<file path="src/rtl/secded16_decoder_pkg.sv">
// ---------------------------------------------------------------------------
// secded_pkg
// Shared constants for the SECDED(16,11) decode engine.
//   - FSM state codes (3-bit, legacy-compatible encoding)
//   - 2-bit error flag values written alongside each decoded message
//   - Hamming bit positions that carry message bits d1..d11
// No ports (package).
// ---------------------------------------------------------------------------
package secded_pkg;

  // FSM state codes
  localparam logic [2:0] IDLE  = 3'd0;
  localparam logic [2:0] RD_LO = 3'd1;
  localparam logic [2:0] RD_HI = 3'd2;
  localparam logic [2:0] CAP   = 3'd3;
  localparam logic [2:0] WR_LO = 3'd4;
  localparam logic [2:0] WR_HI = 3'd5;
  localparam logic [2:0] DONE  = 3'd6;

  // Error flags; 2'b11 is never produced
  localparam logic [1:0] FLAG_NONE   = 2'b00;
  localparam logic [1:0] FLAG_SINGLE = 2'b01;
  localparam logic [1:0] FLAG_DOUBLE = 2'b10;

  localparam int NUM_DATA_BITS = 11;

  // Codeword position of message bit d(j+1). Positions 1,2,4,8 hold the
  // Hamming parity bits and position 0 holds overall parity p0.
  localparam int DATA_POS [NUM_DATA_BITS] = '{3, 5, 6, 7, 9, 10, 11, 12, 13, 14, 15};

endpackage

</file>
<file path="src/rtl/secded16_decoder_if.sv">
// ---------------------------------------------------------------------------
// secded16_decoder_if
// Byte-wide data-memory bus shared by the decode engine and the memory.
//   mem_addr    : byte address (ADDR_W bits)
//   mem_wr_en   : write strobe
//   mem_wr_data : write byte
//   mem_rd_data : read byte, valid the cycle after mem_addr (synchronous)
// Modports: master = decode engine, slave = memory.
// ---------------------------------------------------------------------------
interface secded16_decoder_if #(
  parameter int ADDR_W = 8
);
  logic [ADDR_W-1:0] mem_addr;
  logic              mem_wr_en;
  logic [7:0]        mem_wr_data;
  logic [7:0]        mem_rd_data;

  modport master (
    output mem_addr,
    output mem_wr_en,
    output mem_wr_data,
    input  mem_rd_data
  );

  modport slave (
    input  mem_addr,
    input  mem_wr_en,
    input  mem_wr_data,
    output mem_rd_data
  );
endinterface

</file>
<file path="src/rtl/secded16_decoder_correct.sv">
// ---------------------------------------------------------------------------
// secded16_correct
// Combinational SECDED(16,11) check-and-correct for one codeword.
//   w    [15:0] : in  codeword (bit k = Hamming position k, bit 0 = p0)
//   data [10:0] : out corrected message d11..d1
//   flag [1:0]  : out 00 clean, 01 single error (corrected), 10 double error
// ---------------------------------------------------------------------------
module secded16_correct
  import secded_pkg::*;
(
  input  logic [15:0] w,
  output logic [10:0] data,
  output logic [1:0]  flag
);

  logic [3:0]               syndrome;
  logic                     parity;
  logic [NUM_DATA_BITS-1:0] raw_data;
  logic [NUM_DATA_BITS-1:0] data_flip;

  always_comb begin
    syndrome = 4'd0;
    for (int k = 1; k < 16; k++) begin
      if (w[k]) syndrome = syndrome ^ 4'(k);
    end
    parity = ^w;
    flag   = FLAG_NONE;
    if (parity)
      flag = FLAG_SINGLE;
    else if (syndrome != 4'd0)
      flag = FLAG_DOUBLE;
  end

  // Only a single error (odd overall parity) is corrected, and only when the
  // syndrome points at a message bit; a syndrome naming a parity position or
  // zero (p0 itself flipped) leaves the message untouched.
  for (genvar gi = 0; gi < NUM_DATA_BITS; gi++) begin : g_data
    assign raw_data[gi]  = w[DATA_POS[gi]];
    assign data_flip[gi] = parity && (syndrome == 4'(DATA_POS[gi]));
  end

  assign data = raw_data ^ data_flip;

endmodule

</file>
<file path="src/rtl/secded16_decoder.sv">
// ---------------------------------------------------------------------------
// secded16_decoder
// Second bus master on the data memory. On a start pulse it reads NUM_WORDS
// encoded 16-bit words (low byte first) from SRC_BASE, corrects each one and
// writes {flag, 3'b000, d11..d9} / d8..d1 back starting at DST_BASE.
// Five cycles per word; done rises one cycle after the last write.
//   clk    : in  system clock
//   reset  : in  asynchronous active-low reset
//   start  : in  one-cycle run request, honoured only in IDLE
//   done   : out high from run completion until the next accepted start
//   bus    : master side of the byte-wide memory bus
// ---------------------------------------------------------------------------
module secded16_decoder
  import secded_pkg::*;
#(
  parameter int NUM_WORDS = 15,
  parameter int SRC_BASE  = 30,
  parameter int DST_BASE  = 0,
  parameter int ADDR_W    = 8
) (
  input  logic                 clk,
  input  logic                 reset,
  input  logic                 start,
  output logic                 done,
  secded16_decoder_if.master   bus
);

  localparam int CNT_W = $clog2(NUM_WORDS) + 1;

  logic [2:0]        state_reg;
  logic [2:0]        state_next;
  logic [CNT_W-1:0]  word_cnt_reg;
  logic [7:0]        lo_byte_reg;
  logic [7:0]        hi_byte_reg;
  logic              done_reg;

  logic [10:0]       data;
  logic [1:0]        flag;
  logic              last_word;
  logic [ADDR_W-1:0] word_off;

  assign last_word = (word_cnt_reg == CNT_W'(NUM_WORDS - 1));
  assign word_off  = ADDR_W'({word_cnt_reg, 1'b0});
  assign done      = done_reg;

  secded16_correct u_correct (
    .w    ({hi_byte_reg, lo_byte_reg}),
    .data (data),
    .flag (flag)
  );

  always_comb begin
    state_next = state_reg;
    case (state_reg)
      IDLE:    if (start) state_next = RD_LO;
      RD_LO:   state_next = RD_HI;
      RD_HI:   state_next = CAP;
      CAP:     state_next = WR_LO;
      WR_LO:   state_next = WR_HI;
      WR_HI:   state_next = last_word ? DONE : RD_LO;
      DONE:    state_next = IDLE;
      default: state_next = IDLE;
    endcase
  end

  always_ff @(posedge clk or negedge reset) begin
    if (!reset) begin
      state_reg    <= IDLE;
      word_cnt_reg <= '0;
      lo_byte_reg  <= 8'd0;
      hi_byte_reg  <= 8'd0;
      done_reg     <= 1'b0;
    end else begin
      state_reg <= state_next;
      case (state_reg)
        IDLE: begin
          if (start) begin
            word_cnt_reg <= '0;
            done_reg     <= 1'b0;
          end
        end
        // Memory read is synchronous: the byte addressed in the previous
        // state is on mem_rd_data now.
        RD_HI:   lo_byte_reg <= bus.mem_rd_data;
        CAP:     hi_byte_reg <= bus.mem_rd_data;
        WR_HI:   if (!last_word) word_cnt_reg <= word_cnt_reg + 1'b1;
        DONE:    done_reg <= 1'b1;
        default: ;
      endcase
    end
  end

  // Bus outputs decode straight from state so an async reset releases the
  // write strobe immediately rather than at the next edge.
  always_comb begin
    bus.mem_addr    = '0;
    bus.mem_wr_en   = 1'b0;
    bus.mem_wr_data = 8'd0;
    case (state_reg)
      RD_LO: bus.mem_addr = ADDR_W'(SRC_BASE) + word_off;
      RD_HI: bus.mem_addr = ADDR_W'(SRC_BASE) + word_off + ADDR_W'(1);
      WR_LO: begin
        bus.mem_addr    = ADDR_W'(DST_BASE) + word_off;
        bus.mem_wr_en   = 1'b1;
        bus.mem_wr_data = data[7:0];
      end
      WR_HI: begin
        bus.mem_addr    = ADDR_W'(DST_BASE) + word_off + ADDR_W'(1);
        bus.mem_wr_en   = 1'b1;
        bus.mem_wr_data = {flag, 3'b000, data[10:8]};
      end
      default: ;
    endcase
  end

endmodule

</file>
<file path="src/flat_wrapper.sv">
// flat-port wrapper written by rule: the top's interface ports become plain ports
module secded16_decoder_flat import secded_pkg::*;
#(
  parameter int NUM_WORDS = 15,
  parameter int SRC_BASE  = 30,
  parameter int DST_BASE  = 0,
  parameter int ADDR_W    = 8
)
  (clk, reset, start, done, bus_mem_addr, bus_mem_wr_en, bus_mem_wr_data, bus_mem_rd_data);
  secded16_decoder_if #(.ADDR_W(ADDR_W)) bus_i ();
  input  logic clk;
  input  logic reset;
  input  logic start;
  output logic done;
  output wire logic [$bits(bus_i.mem_addr)-1:0] bus_mem_addr;
  output wire logic [$bits(bus_i.mem_wr_en)-1:0] bus_mem_wr_en;
  output wire logic [$bits(bus_i.mem_wr_data)-1:0] bus_mem_wr_data;
  input wire logic [$bits(bus_i.mem_rd_data)-1:0] bus_mem_rd_data;
  assign bus_mem_addr = bus_i.mem_addr;
  assign bus_mem_wr_en = bus_i.mem_wr_en;
  assign bus_mem_wr_data = bus_i.mem_wr_data;
  assign bus_i.mem_rd_data = bus_mem_rd_data;
  secded16_decoder #(.NUM_WORDS(NUM_WORDS), .SRC_BASE(SRC_BASE), .DST_BASE(DST_BASE), .ADDR_W(ADDR_W)) u_core (.clk(clk), .reset(reset), .start(start), .done(done), .bus(bus_i));
endmodule
</file>
<file path="config.mk">
export PLATFORM = sky130hd
export DESIGN_NAME = secded16_decoder_flat
export DESIGN_NICKNAME = d
export VERILOG_FILES = /design/src/rtl/secded16_decoder_pkg.sv /design/src/rtl/secded16_decoder_if.sv /design/src/rtl/secded16_decoder_correct.sv /design/src/rtl/secded16_decoder.sv /design/src/flat_wrapper.sv
export SDC_FILE = /design/constraint.sdc
export NUM_CORES = 1
export LEC_CHECK = 0
export CAP_MARGIN = 20
export CORE_AREA = 2 2 80 82
export CTS_CLUSTER_SIZE = 24
export DETAILED_ROUTE_END_ITERATION = 8
export DIE_AREA = 0 0 82 84
export SLEW_MARGIN = 20
export SYNTH_ARGS = -nofsm -noshare
export SYNTH_HDL_FRONTEND = slang
export SYNTH_SLANG_ARGS = --single-unit
</file>
<file path="constraint.sdc">
create_clock -name clk -period 2.6 [get_ports clk]
set_input_delay 0.26 -clock clk [delete_from_list [all_inputs] [get_ports clk]]
set_output_delay 0.26 -clock clk [all_outputs]
set_load 0.005 [all_outputs]
</file>
==> qor.yml, run 1 <==
outcome: "complete, but fails checks"
violations: "negative setup slack"
routed_via_density: 5.343
fin_crit_sh_pct: 109.2
yosysWarnings: 0
clk_pin_slew_ns: 0.10
cts_htree_levels: 1
num_vias: 1961
wl_um: 7005
coreArea_sq_um: 6096
cts_sinks: 25
antenna_cells: 0
initial_core_util_pct: 31.67
clock.fmax_ghz: 0.3521
dp_hpwl_um: 3463
grt-ovfl-total: 0
avgSynthCellArea_sq_um: 9.605
endpoint_kind: "output pin"
clock_path_buffers: 2
placed_area_sq_um: 2485
gp_congestion: 0.9079
rsz0062_at_grt: "true"
hold_buffers: 0
die_x_um: 82
worstMarginPinSlew_ns: 0.5421
firstDrtPassIters: 5
setup_viol: 7
setup_tns_ns: -1.103
final.setup.worst_slack_ns: -0.2399
yosysUniqueCellTypes: 38
grt_usage_pct: 18.72
io_pins: 29
slew-limit-headroom_pct: 63.75
area_growth_pct: 86.00
drive_gt1_share_pct: 53.10
grt_max_degree: 26
fin_skew_ns: 0.003798
chipHeight_um: 84
wl_per_cell_um: 19.09
ys_ff_latch: 25
rows: 29
hold_path.class: "in -> async"
cp.arrival_ns: 2.58
nNetsFinal: 305
fin_area_sq_um: 3591
synth_nets: 215
fill_cells: 455
antenna_found_initial: 0
max_cap_viol_count: 0
synthesis.area_sq_um: 1931
hold_viol_final: 0
finalCoreUtilization_pct: 58.91
crit_fanout: 4
crit_type: "reg -> out"
seq_area_frac_synth_pct: 32.40
clock_latency_ns: 0.29
drc: 0
root_buffer: "clkbuf_8"
io_buffers: 27
syn_inst: 201
drv_slew: 0
critPathLaunchType: "register"
numCtsBuffers: 3
grt_pass1_wl_um: 9763
cp.required_ns: 2.34
min_period_ns: 2.840
grt_pass1_vias: 1945
drt_first_iter_violations: 117
cts_tree: "built"
design.die.area_sq_um: 6888
detail-route-antenna-nets: 0
metal layers:
metal	track usage (%)	part of all wire [%]
met5	0	0
met4	10.76	5.0
met3	2.597	3.8
met2	31.12	52
met1	22.59	39
kinds of logic (layout without fill, tap and decap cells):
logic type,Yosys count,after routing,synth area share [%]
AOI/OAI and AO/OA,34,34,10.89
xor gates and xnor gates,43,43,22.23
adders and majority gates,3,3,1.944
buffers and inverters,12,101,2.528
DFF,25,25,32.40
muxes,17,17,9.851
other,1,1,0.1942
and+or+nand+nor,66,66,19.96
repair_timing:
action,CTS,global route
gates resized for setup,89,42
buffers inserted,20,17
hold endpoints to repair,0,0
pin swaps,36,33
endpoints found under the setup margin,8,14
area by class of cell:
cell class | count | area, sq um | area share (%)
sequential | 25 | 636.9 | 17.74
tap | 77 | 96.34 | 2.683
clock buffer | 4 | 45.04 | 1.254
multi-input combinational | 164 | 1933 | 53.83
timing repair buffer | 92 | 860.8 | 23.97
inverter | 5 | 18.77 | 0.5226
final timing paths:
path	cells after the start	endpoint	slack (ns)	start
hold reg to reg	2	u_core.done$_DFFE_PN0P_	0.55	u_core.done$_DFFE_PN0P_
min in group clk	2	u_core.done$_DFFE_PN0P_	0.55	u_core.done$_DFFE_PN0P_
setup / recovery	9	bus_mem_wr_data[0]	-0.24	u_core.hi_byte_reg[3]$_DFFE_PN0N_
max in group asynchronous	2	u_core.lo_byte_reg[3]$_DFFE_PN0P_	1.98	reset
setup reg to reg	8	u_core.word_cnt_reg[4]$_DFFE_PN0P_	0.70	u_core.word_cnt_reg[0]$_DFFE_PN0P_
hold / removal	2	u_core.lo_byte_reg[6]$_DFFE_PN0P_	0.33	reset
critical path, cell delays in order (launching register included):
cell and delay [ns]:
dfrtp_2 0.46, buf_6 0.15, xor2_4 0.30, xnor2_4 0.17
nor3_4 0.20, buf_4 0.15, o22ai_2 0.10, and4b_1 0.25
or3_4 0.38, buf_6 0.12
Yosys cell counts, drive strengths merged:
master   count  share of area, %
a211o        1              0.45
a21o         1              0.39
a21oi        3              0.78
a31oi        1              0.32
and4b        1              0.52
buf          2              0.58
clkbuf       5              0.97
conb         1              0.19
dfrtp       25                32
ha           3               1.9
inv          5              0.97
mux2        16               9.3
mux2i        1              0.52
nand2        8               1.6
nand2b       5               1.6
nand3        1              0.26
nand3b       2              0.78
nand4        6               1.9
nand4b       1              0.45
nor2        15               2.9
nor2b        1              0.32
nor3        11               3.4
nor3b        2              0.78
nor4        10               4.2
nor4b        1              0.45
o2111ai      1              0.45
o211a        2               1.0
o21ai       11               2.9
o22ai       13               4.2
o31ai        1              0.39
or3          1              0.32
or3b         1              0.45
xnor2       20               9.1
xor2        23                13
metrics by stage:
stage | cells | hold slack [ns] | worst slack [ns]
finish | 367 | 0.3269 | -0.2399
detailed placement | 327 | 0.5294 | -0.2645
global placement | 327 | 0.5254 | -0.2876
CTS | 351 | 0.3569 | -0.1397
global route | 367 | 0.3630 | -0.3032
floorplan | 201 | -0.03559 | 0.3658
cells in the final DEF (no fill, tap or decap), types with 2 or more instances in the layout:
cell type and count:
nor4_4 7, o22ai_4 3, dfrtp_1 16, nand2_1 8, xor2_1 9, nor3_1 5, nor3_4 5, inv_1 5
nor3b_1 2, o22ai_2 6, buf_4 45, xnor2_4 12, nand4_1 6, o21ai_0 11, clkdlybuf4s50_1 19, nand3b_1 2
dfrtp_2 9, o211a_1 2, buf_12 6, xnor2_2 3, ha_1 3, xnor2_1 5, nor2_1 15, mux2_2 16
xor2_4 13, clkbuf_8 3, o22ai_1 4, a21oi_1 3, nand2b_1 5, buf_2 3, clkbuf_2 2, buf_6 15
nor4_1 3
Power of run 1 is not shown: default switching activity piles up to over one toggle a cycle in this logic, so the estimate is an artifact.
==> run 2, diff against run 1 <==
--- a/config.mk
+++ b/config.mk
@@ -10,6 +10,7 @@
 export CTS_CLUSTER_SIZE = 24
 export DETAILED_ROUTE_END_ITERATION = 8
 export DIE_AREA = 0 0 82 84
+export SKIP_LAST_GASP = 1
 export SLEW_MARGIN = 20
 export SYNTH_ARGS = -nofsm -noshare
 export SYNTH_HDL_FRONTEND = slang
==> run 2 against run 1 <==
  * The run still ends with negative setup slack left
  * Non-clock buffer count up 4
  * Utilization up 0.23 points
  * Clock skew up 0.0012 ns
  * Worst hold slack better by 0.0099 ns
  * Via count up 0.31%
  * Global-route usage up 0.42 points
  * Cell count up 1.1%
  * First-iteration DRC count up 14%
  * Highest routed layer unchanged
==> qor.yml, run 2 (synthesis gave the netlist of run 1 again) <==
die_x_um: 82  # unchanged
fin_area_sq_um: 3605  # was 3591 sq um
antenna_cells: 0  # unchanged
drt_first_iter_violations: 133  # was 117
clock.fmax_ghz: 0.3531  # was 0.3521 GHz
detail-route-antenna-nets: 0  # unchanged
clock_latency_ns: 0.28  # was 0.29 ns
grt-ovfl-total: 0  # unchanged
critPathLaunchType: "register"  # unchanged
drv_slew: 0  # unchanged
nNetsFinal: 309  # was 305
io_pins: 29  # unchanged
cts_htree_levels: 1  # unchanged
layout_common_cells: "46 x buf_4, 19 x clkdlybuf4s50_1, 18 x buf_6"  # was 45 x buf_4, 19 x clkdlybuf4s50_1, 16 x mux2_2, 16 x dfrtp_1
rsz0062_at_grt: "true"  # unchanged
final.setup.worst_slack_ns: -0.2318  # was -0.2399 ns
gp_congestion: 0.9079  # unchanged
wl_per_cell_um: 18.61  # was 19.09 um
rows: 29  # unchanged
slew-limit-headroom_pct: 62.92  # was 63.75%
initial_core_util_pct: 31.67  # unchanged
hold_viol_final: 0  # unchanged
grt_max_degree: 26  # unchanged
cts_sinks: 25  # unchanged
chipHeight_um: 84  # unchanged
wl_um: 6906  # was 7005 um
endpoint_kind: "output pin"  # unchanged
drc: 0  # unchanged
routed_via_density: 5.302  # was 5.343
finalCoreUtilization_pct: 59.13  # was 58.91%
instances_no_fill: 371  # was 367
num_vias: 1967  # was 1961
cp.required_ns: 2.34  # about the same
grt_usage_pct: 19.14  # was 18.72%
mostFrequentLayoutCell: "buf_4"  # unchanged
dp.cells: 327  # unchanged
coreArea_sq_um: 6096  # unchanged
grt_pass1_vias: 1925  # was 1945
clock_path_buffers: 2  # unchanged
clk_pin_slew_ns: 0.09  # was 0.10 ns
dp_hpwl_um: 3463  # unchanged
fin_crit_sh_pct: 108.9  # was 109.2%
min_period_ns: 2.832  # was 2.840 ns
antenna_found_initial: 0  # unchanged
root_buffer: "clkbuf_8"  # unchanged
placed_area_sq_um: 2485  # unchanged
violations: "negative setup slack"  # unchanged
fin_hold_ws_ns: 0.3367  # was 0.3269 ns
max_cap_viol_count: 0  # unchanged
firstDrtPassIters: 4  # was 5
crit_type: "reg -> out"  # unchanged
crit_fanout: 4  # unchanged
cts_tree: "built"  # unchanged
drive_gt1_share_pct: 55.10  # was 53.10%
fin_skew_ns: 0.005041  # was 0.003798 ns
hold_path.class: "in -> async"  # unchanged
grt_pass1_wl_um: 9956  # was 9763 um
numCtsBuffers: 3  # unchanged
io_buffers: 27  # unchanged
setup_viol: 8  # was 7
area_growth_pct: 86.71  # was 86.00%
design.die.area_sq_um: 6888  # unchanged
cp.arrival_ns: 2.57  # was 2.58 ns
outcome: "complete, but fails checks"  # unchanged
worstMarginPinSlew_ns: 0.5546  # was 0.5421 ns
run 2: cell types whose count changed in the layout (fill, tap and decap cells not counted), moves of 2 or more:
cell	previous run	this run
buf_6	15	18
clkbuf_2	2	4
nor3_2	1	4
nor3_4	5	2
o22ai_2	6	8
run 2: timing repair:
| action | CTS | global route |
|---|---|---|
| setup endpoints to repair | 8 | 9 |
| setup buffers | 20 | 22 |
| resized for setup | 85 | 50 |
| hold buffers | 0 | 0 |
| pin swaps | 36 | 37 |
run 2: cell type report:
class	count	area [sq um]
timing repair buffer	96	893.4
tap	77	96.34
sequential	25	638.1
inverter	5	18.77
multi-input combinational	164	1913
fill	464	2491
clock buffer	4	45.04
run 2: critical path, stage by stage (launching register included):
cell,delay (ns)
dfrtp_2,0.47
buf_6,0.15
xnor2_4,0.14
buf_12,0.13
xnor2_4,0.16
nor3_2,0.23
buf_4,0.16
o22ai_2,0.10
and4b_1,0.24
or3_4,0.38
buf_6,0.12
run 2: through the flow:
step	worst slack [ns]	TNS (ns)
finish	-0.2318	-0.8526
global route	-0.2815	-1.592
CTS	-0.2229	-0.4739
detailed placement	-0.2645	-1.140
global placement	-0.2876	-1.140
floorplan	0.3658	0
run 2: metal layers:
| layer | up-vias | GRT usage [%] | wire length [um] | share of wire, % |
|---|---|---|---|---|
| li1 | 909 | - | - | - |
| met1 | 976 | 25.05 | 2881 | 42 |
| met2 | 67 | 29.42 | 3557 | 52 |
| met3 | 15 | 2.056 | 281 | 4.1 |
| met4 | 0 | 12.42 | 186 | 2.7 |
| met5 | - | 0 | 0 | 0 |
run 2: path summary, 6_finish.rpt:
check / to / startpoint / slack [ns] / cells past startpoint
setup / recovery: bus_mem_wr_data[0] / u_core.lo_byte_reg[3]$_DFFE_PN0P_ / -0.23 / 10
hold reg to reg: u_core.done$_DFFE_PN0P_ / u_core.done$_DFFE_PN0P_ / 0.54 / 2
min in group clk: u_core.done$_DFFE_PN0P_ / u_core.done$_DFFE_PN0P_ / 0.54 / 2
setup reg to reg: u_core.word_cnt_reg[4]$_DFFE_PN0P_ / u_core.word_cnt_reg[0]$_DFFE_PN0P_ / 0.70 / 8
hold / removal: u_core.lo_byte_reg[6]$_DFFE_PN0P_ / reset / 0.34 / 2
max in group asynchronous: u_core.lo_byte_reg[5]$_DFFE_PN0P_ / reset / 1.99 / 2
Power of run 2 is left out for the same reason.
